## src/rtl/eth_pkg.sv

```systemverilog
// Shared definitions for the team Ethernet link: addresses, frame geometry,
// receive FSM states and the reflected CRC-32 byte update.
package eth_pkg;

  localparam logic [47:0] MAC         = 48'h00_88da_b8bf_08;
  localparam logic [15:0] ETYPE       = 16'h1919;
  localparam int          PAYLOAD_LEN = 1024;
  localparam int          HDR_LEN     = 16;
  localparam logic [31:0] CRC_INIT    = 32'hFFFF_FFFF;
  localparam logic [31:0] CRC_RESIDUE = 32'hDEBB_20E3;
  localparam logic [31:0] CRC_POLY    = 32'hEDB8_8320;

  typedef enum logic [2:0] {
    IDLE, PRE, HDR, PAY, FCS, TAIL, DROP
  } rx_state_t;

  // LSB-first update, identical to the transmitter's
  function automatic logic [31:0] crc32_byte(input logic [31:0] crc, input logic [7:0] data);
    logic [31:0] r;
    r = crc ^ {24'h0, data};
    for (int i = 0; i < 8; i++) begin
      r = r[0] ? ((r >> 1) ^ CRC_POLY) : (r >> 1);
    end
    return r;
  endfunction

endpackage

```

## src/rtl/rgmii_rx_ddr.sv

```systemverilog
// RGMII receive DDR capture: low nibble/DV on the rising edge, high nibble and
// DV^ER on the falling edge, presented as one byte at the following rising edge.
module rgmii_rx_ddr (
  input  logic       clk,
  input  logic       rxctl,
  input  logic [3:0] rxd,
  output logic [7:0] data,
  output logic       dv,
  output logic       er
);

  logic [3:0] lo_nib;
  logic [3:0] hi_nib;
  logic       dv_rise;
  logic       dv_fall;

  // No reset: the capture keeps tracking the line so a frame still in flight
  // is visible to the FSM the moment reset is released.
  always_ff @(posedge clk) begin
    lo_nib  <= rxd;
    dv_rise <= rxctl;
    data    <= {hi_nib, lo_nib};
    dv      <= dv_rise;
    er      <= dv_rise ^ dv_fall;
  end

  always_ff @(negedge clk) begin
    hi_nib  <= rxd;
    dv_fall <= rxctl;
  end

endmodule

```

## src/rtl/eth_rx.sv

```systemverilog
// Receive path: strips preamble/SFD, checks header and FCS, writes the payload
// into the inactive half of a ping-pong buffer and commits the bank on success.
module eth_rx
  import eth_pkg::*;
(
  input  logic        clk125,
  input  logic        rstn,
  input  logic        rxctl,
  input  logic [3:0]  rxd,
  output logic        wren,
  output logic [10:0] wrad,
  output logic [7:0]  wrdata,
  output logic        rdidx,
  output logic [15:0] seq,
  output logic        frm_ok,
  output logic        frm_bad
);

  localparam logic [10:0] HDR_END = 11'(HDR_LEN - 1);
  localparam logic [10:0] PAY_END = 11'(HDR_LEN + PAYLOAD_LEN - 1);
  localparam logic [10:0] FCS_END = 11'(HDR_LEN + PAYLOAD_LEN + 3);

  logic [7:0]  data;
  logic        dv;
  logic        er;
  rx_state_t   state;
  logic [10:0] cnt;
  logic [31:0] crc;
  logic [15:0] seq_sh;
  logic        dst_mac;
  logic        dst_bc;
  logic        etype_ok;
  logic        dv_prev;

  rgmii_rx_ddr u_ddr (
    .clk   (clk125),
    .rxctl (rxctl),
    .rxd   (rxd),
    .data  (data),
    .dv    (dv),
    .er    (er)
  );

  // dv_prev resets high so a frame already in progress at reset release is dropped
  always_ff @(posedge clk125) begin
    if (!rstn) begin
      state    <= IDLE;
      cnt      <= '0;
      crc      <= CRC_INIT;
      seq_sh   <= '0;
      dst_mac  <= 1'b1;
      dst_bc   <= 1'b1;
      etype_ok <= 1'b1;
      dv_prev  <= 1'b1;
      wren     <= 1'b0;
      wrad     <= '0;
      wrdata   <= '0;
      rdidx    <= 1'b0;
      seq      <= '0;
      frm_ok   <= 1'b0;
      frm_bad  <= 1'b0;
    end else begin
      wren    <= 1'b0;
      frm_ok  <= 1'b0;
      frm_bad <= 1'b0;
      dv_prev <= dv;
      case (state)
        IDLE, PRE: begin
          cnt      <= '0;
          crc      <= CRC_INIT;
          dst_mac  <= 1'b1;
          dst_bc   <= 1'b1;
          etype_ok <= 1'b1;
          if (state == IDLE && !dv) state <= IDLE;
          else if (state == IDLE && dv_prev) state <= DROP;
          else if (dv && data == 8'h55) state <= PRE;
          else if (dv && data == 8'hD5) state <= HDR;
          else state <= DROP;
        end
        HDR, PAY, FCS: begin
          if (!dv || er) begin
            frm_bad <= 1'b1;
            state   <= DROP;
          end else begin
            crc <= crc32_byte(crc, data);
            cnt <= cnt + 11'd1;
            if (state == HDR) begin
              if (cnt < 11'd6) begin
                if (data != MAC[{cnt[2:0], 3'b000} +: 8]) dst_mac <= 1'b0;
                if (data != 8'hFF) dst_bc <= 1'b0;
              end
              if (cnt == 11'd12 && data != ETYPE[15:8]) etype_ok <= 1'b0;
              if (cnt == 11'd13 && data != ETYPE[7:0]) etype_ok <= 1'b0;
              if (cnt == 11'd14) seq_sh[7:0] <= data;
              if (cnt == HDR_END) begin
                seq_sh[15:8] <= data;
                state        <= PAY;
              end
            end else if (state == PAY) begin
              wren   <= 1'b1;
              wrad   <= {~rdidx, cnt[9:0] - 10'd16};
              wrdata <= data;
              if (cnt == PAY_END) state <= FCS;
            end else if (cnt == FCS_END) begin
              state <= TAIL;
            end
          end
        end
        TAIL: begin
          if (dv) begin
            frm_bad <= 1'b1;
            state   <= DROP;
          end else if ((dst_mac || dst_bc) && etype_ok && crc == CRC_RESIDUE) begin
            rdidx  <= ~rdidx;
            seq    <= seq_sh;
            frm_ok <= 1'b1;
            state  <= IDLE;
          end else begin
            frm_bad <= 1'b1;
            state   <= IDLE;
          end
        end
        DROP: if (!dv) state <= IDLE;
        default: state <= IDLE;
      endcase
    end
  end

endmodule

```

## config.mk

```make
export PLATFORM = sky130hd
export DESIGN_NAME = eth_rx
export DESIGN_NICKNAME = d
export VERILOG_FILES = /design/src/rtl/eth_pkg.sv /design/src/rtl/rgmii_rx_ddr.sv /design/src/rtl/eth_rx.sv
export SDC_FILE = /design/constraint.sdc
export NUM_CORES = 1
export LEC_CHECK = 0
export ABC_AREA = 1
export BUFFER_PORTS_ARGS = -buffer_cell sky130_fd_sc_hd__clkbuf_2
export CAP_MARGIN = 10
export CORE_ASPECT_RATIO = 1.5
export CORE_MARGIN = 5
export CORE_UTILIZATION = 25
export DETAILED_ROUTE_END_ITERATION = 10
export HOLD_SLACK_MARGIN = 0.02
export PLACE_DENSITY_LB_ADDON = 0.3
export SKIP_CTS_REPAIR_TIMING = 1
export SYNTH_ARGS = -nofsm -noshare
export SYNTH_HDL_FRONTEND = slang
export SYNTH_SLANG_ARGS = --single-unit
```

## constraint.sdc

```tcl
create_clock -name clk125 -period 1.7 [get_ports clk125]
set_input_delay 0.085 -clock clk125 [delete_from_list [all_inputs] [get_ports clk125]]
set_output_delay 0.085 -clock clk125 [all_outputs]
set_load 0.01 [all_outputs]
```

---- After elaboration in Yosys (flattened, before gate mapping) ----
Cells that the tools add are included.
operators by class
  $add $sub $neg .......................... 2
  $lt $le $gt $ge ......................... 1
  equal/unequal tests ..................... 28
  shift-type cells ........................ 1
  multiplexer cells ....................... 46
  bitwise operators ....................... 17
  reductions and logical operators ........ 26
operators with widths
  kind                                                                            count
  32-bit two-way mux                                                              9
  13-bit NOT with 14-bit output                                                   8
  32-bit case mux with 2 select lines                                             1
  48-bit by 7-bit variable part select with 8-bit output (first input constant)   1
  11-bit by 4-bit equality test with 1-bit output (second input constant)         4
  3-bit two-way mux                                                               12
  32-bit equality test (second input constant)                                    1
  32-bit by 8-bit bitwise XOR with 32-bit output                                  1
  11-bit equality test (second input constant)                                    2
  11-bit case mux with 2 select lines                                             1
  4-bit AND reduction                                                             5
  1-bit two-way mux                                                               17
  2-bit != test (second input constant)                                           6
  3-bit case mux with 4 select lines                                              1
  11-bit by 1-bit adder with 11-bit output (second input constant)                1
  11-bit by 3-bit less-than comparator with 1-bit output (second input constant)  1
  11-bit two-way mux                                                              1
  5-bit != test (second input constant)                                           2
  5-bit AND reduction                                                             2
  10-bit by 5-bit subtractor with 10-bit output (second input constant)           1
  3-bit equality test (second input constant)                                     3
  8-bit by 7-bit equality test with 1-bit output (second input constant)          1
  8-bit equality test (second input constant)                                     1
  1-bit logical AND                                                               8
  19 further kinds                                                                31
storage, ports and cells
  register bits after elaboration ......... 125
  bits of input ports ..................... 7
  output and inout port bits .............. 39
  logic and storage cells ................. 144

---- Logic depth before layout (Yosys ltp) ----
  word-level depth ........................ 19
  mapped depth ............................ 14
  depth with buffers taken out ............ 13

---- By module ----
Synthesis repeated with hierarchy kept, for this count alone.
second synthesis, totals
  cells, all modules ...................... 932
  area total of the unflattened synthesis .. 6,344.8 µm²
by module, submodules not included
  module        instances  cells each  area an instance (µm²)
  eth_rx        1          906         5,921.9
  rgmii_rx_ddr  1          26          422.9

==> impl.org <==
** Die
- Initial core utilization :: 0.254
- Pin placement for this block handled between 40 and 50 I/O pins.
- Number of cell rows :: 71
- Die area :: 28900 um^2
- The die is 140 um wide.
- Die Height :: 206 um
- Floorplan Core Area :: 25100 um^2

** Clock tree
- TritonCTS created 17 clock buffers.
- No sink is reached through more buffers than the 2 on the longest clock path.
- Clock tree from TritonCTS :: done
- Clock-pin slew was measured on the worst setup and hold paths at 0.07 ns.
- Clock root buffer :: clkbuf_16
- The clock net in this run drives a total of 125 sinks.
- Insertion delay of the later-clocked pin in the worst-skew pair :: 0.45 ns
- Number of levels the H-tree was split into :: 4

** Drt
- Summed over all layers, the routed wires come to 21000 um.
- Iteration count of the initial detailed-routing pass :: 5
- Detailed routing inserted a total of 6400 vias.
- Initial drt markers :: about 250
- After detailed routing, the number of remaining DRC violations is 0.
- Average wire per cell in the routed design :: approximately 15 um
- DRT antenna net count :: 0
- Post-detailed-route via-to-cell ratio :: between 4 and 5

** Final layout
- The area growth from synthesis to layout is 34.6%.
- Layout Utilization :: 0.342
- Share of post-route cells with drive strength above 1 :: 0.269
- In the final design database the tool counted around 1.1k nets.
- Fill cells in the final layout number 2676.
- The number of antenna diodes in the final layout is 0.
- The finished cells cover roughly 8600 um^2.

** Flow run
- Across the run, the number of max-cap violations was 0.

** Setup path
- STA classifies the critical path startpoint as a flip-flop.
- Critical Path Source :: crc[14]
- For the worst setup path, the data required time is roughly 2 ns.
- Along the worst path, the maximum fanout reaches 9.
- The critical path is of the flip-flop to flip-flop type.
- The critical path ends at seq[3].
- Across all register-to-register paths, the minimum setup slack is 0.05 ns.
- The endpoint identified for the worst register-to-register timing path is seq[3].
- The worst setup path is captured at a flip-flop.
- Start of the worst register-to-register path :: crc[14]
- Worst Path Arrival :: approximately 2.0 ns
- FF-to-FF path depth :: 9

** Placement
- Final HPWL DP :: 15600 um
- Final Wtd Congestion :: 0.880
- Count of input and output buffers :: 45
- Placed cell area :: roughly 7600 um^2

** STA
- Unrepaired setup endpoints after global routing :: true
- Skew final :: 0.0262 ns
- Of the available clock period, the critical path in the final layout requires 0.970.
- The final-report max-slew violation count came to 0.
- Final setup violation count :: 0
- The total count of hold-check failures in the final report was 0.
- Derived from the worst setup path, the maximum achievable clock frequency is 0.606 GHz.
- Relative slew margins :: 0.529
- The clock period could shrink to 1.65 ns.
- For the pin with the worst max-slew slack, the measured transition is a little over 0.7 ns.
- WHS :: approximately 0.14 ns

** Logic synthesis
- Yosys attributes the largest share of cell area to dfxtp_1, nand2_1, a21oi_1, inv_1, nand3_1.
- Of the post-synthesis cell area, the dominant cell type holds 0.392.
- Synthesis handed over a netlist of 906 instances.
- Syn avg cell area :: 7.04 um^2
- Combined area of all synthesized cells :: 6380 um^2
- Share of synthesized area occupied by flip-flops and latches :: 0.392
- In the synthesized netlist the dominant register cell turns out to be dfxtp_1.
- Cell type with the largest total area after synthesis :: dfxtp_1
- The synthesized design contains 0 enable-type register cells.
- Yosys printed 0 warnings.
- Number of nets produced by synthesis :: 923
- After synthesis, the share of flip-flops with an asynchronous set or reset is 0.
- Count of different cell masters after synthesis :: 44
- After synthesis the netlist holds a flip-flop and latch count of 125.

** Power and ir drop
- Total internal power :: 8.27 mW
- Standby leakage power :: 3.94 nW
- Dividing total power by cell area gives a power density of 1680 nW/um^2.
- Of the total power, the clock network draws 0.245.
- Net switching share of the total power :: 0.426
- VDD IR max :: between 0.7 and 0.8 mV
- Reported net switching power :: between 6 and 7 mW
- Power share of the sequential group :: 0.264
- Part of the total power dissipated in combinational logic :: 0.492

** Global routing
- For this run, the total global-route usage over all layers was measured as 0.145.
- The number of global-route vias before repair came to 6218.
- Entering global routing, the biggest net connects 69 pins.
- The first global-routing pass estimated around 33000 um of wire.
- Global routing finished with a remaining overflow of 0.
- The initial antenna violation count was 0.

** Outcome
- Run status :: finished clean

** Min path
- The tightest min-delay check is of the primary input to flip-flop type.
- Along the worst hold path, the cell count comes to 4.
==> Yosys cell counts, types with 10 or more instances <==
cell / instances
nand4_1: 19
nand3_1: 56
nor3_1: 17
buf_2: 13
xor2_1: 22
o21ai_1: 26
o21ai_0: 56
ha_1: 10
nand2_1: 226
a21oi_1: 74
nor2_1: 74
dfxtp_1: 125
o211ai_1: 11
nand2_2: 11
inv_2: 17
inv_1: 79
==> power by group through the flow <==
| stage | Combinational [mW] | Sequential [mW] | Clock, mW |
|---|---|---|---|
| finish | 7.08 | 3.79 | 3.52 |
| global route | 7.86 | 3.84 | 3.73 |
| CTS | 6.67 | 3.73 | 3.61 |
| detailed placement | 6.63 | 3.80 | 0.0219 |
| global placement | 6.59 | 3.79 | 0.0219 |
| floorplan | 4.16 | 3.70 | 0.0219 |
==> worst max-delay path, stage by stage, from the launching register on <==
cell and delay, ns:
dfxtp_1 0.32, inv_1 0.11, nand2_1 0.07, nor3_1 0.19, nand3_2 0.16, nor2_4 0.18
buf_12 0.14, nand3_4 0.12, o21ai_0 0.18, nor2_1 0.05
==> stage by stage <==
| step | std cells | power [mW] | setup WS (ns) | setup TNS (ns) |
|---|---|---|---|---|
| floorplan | 906 | 7.88 | 0.0987 | 0 |
| CTS | 1377 | 14.0 | -0.175 | -2.52 |
| detailed placement | 1341 | 10.4 | -0.152 | -2.24 |
| finish | 1393 | 14.4 | 0.0508 | 0 |
| global placement | 1341 | 10.4 | -0.152 | -2.22 |
| global route | 1393 | 15.4 | -0.0182 | -0.0890 |
==> how the worst min path moves through the flow <==
| stage | from | end |
|---|---|---|
| 6_report | rstn | crc[2] |
| 5_1_grt | rstn | crc[20] |
| 4_1_cts | rxd[2] | u_ddr.lo_nib[2] |
| 3_5_place_dp | rxd[2] | u_ddr.lo_nib[2] |
| 3_3_place_gp | rxctl | u_ddr.dv_rise |
| 2_1_floorplan | rxctl | u_ddr.dv_rise |
==> layer usage <==
metal	GRT usage	vias to the layer above	wire length (um)
li1	-	3253	-
met1	0.146	2951	7880
met2	0.276	143	11300
met3	0.0281	53	724
met4	0.0765	0	1050
met5	0	-	0
==> registers in the layout, summed over array words and instances (netlist names), 3 cells and up <==
name and flops:
crc 32, wrdata 8, cnt 11, u_ddr.lo_nib 4, state 3, seq_sh 16, u_ddr.data 8, wrad 11
seq 16, u_ddr.hi_nib 4
==> layout by cell type (no fill, tap or decap), types with 2 or more instances in the layout <==
cell | synthesis | routed
nor2_4 | 4 | 7
nand3_4 | 1 | 2
xnor2_2 | 1 | 2
and2_1 | 2 | 2
nor3_4 | 2 | 3
a211oi_2 | 2 | 2
a21oi_2 | 0 | 2
o211ai_1 | 11 | 11
nor3_2 | 4 | 5
buf_12 | 0 | 8
nand3_1 | 56 | 53
o21ai_1 | 26 | 31
o21ai_0 | 56 | 51
nand2_1 | 226 | 215
nand2_4 | 3 | 6
a21oi_1 | 74 | 72
xnor2_1 | 8 | 7
inv_1 | 79 | 82
nor2_1 | 74 | 72
inv_6 | 0 | 7
clkbuf_16 | 0 | 18
dfxtp_1 | 125 | 105
dlygate4sd3_1 | 0 | 5
clkinv_2 | 2 | 4
xor2_1 | 22 | 20
clkbuf_2 | 1 | 45
nor3_1 | 17 | 15
clkinv_4 | 0 | 3
dfxtp_2 | 0 | 19
nor2_2 | 6 | 5
clkinv_1 | 1 | 2
buf_4 | 7 | 95
nand3_2 | 2 | 6
nand2_2 | 11 | 18
inv_2 | 17 | 18
ha_1 | 10 | 9
nand4_1 | 19 | 19
==> cell type report <==
class / instances / area, um^2 / share of cell area
sequential: 125 / 2530 / 0.295
inverter: 99 / 390 / 0.0455
clock inverter: 20 / 154 / 0.0179
clock buffer: 17 / 425 / 0.0495
multi-input combinational: 649 / 3490 / 0.407
timing repair buffer: 155 / 1180 / 0.138
tap: 328 / 410 / 0.0478
==> cells by family (layout without fill, tap and decap cells) <==
kind of cell,count (synthesis),after routing,synth area share
adders and majority gates,10,10,0.0196
buffers and inverters,134,291,0.0912
AOI/OAI and AO/OA,174,174,0.145
xor gates and xnor gates,31,31,0.0437
DFF,125,125,0.392
and+or+nand+nor,432,434,0.308
Note: power is estimated with default switching activity, not from simulation.
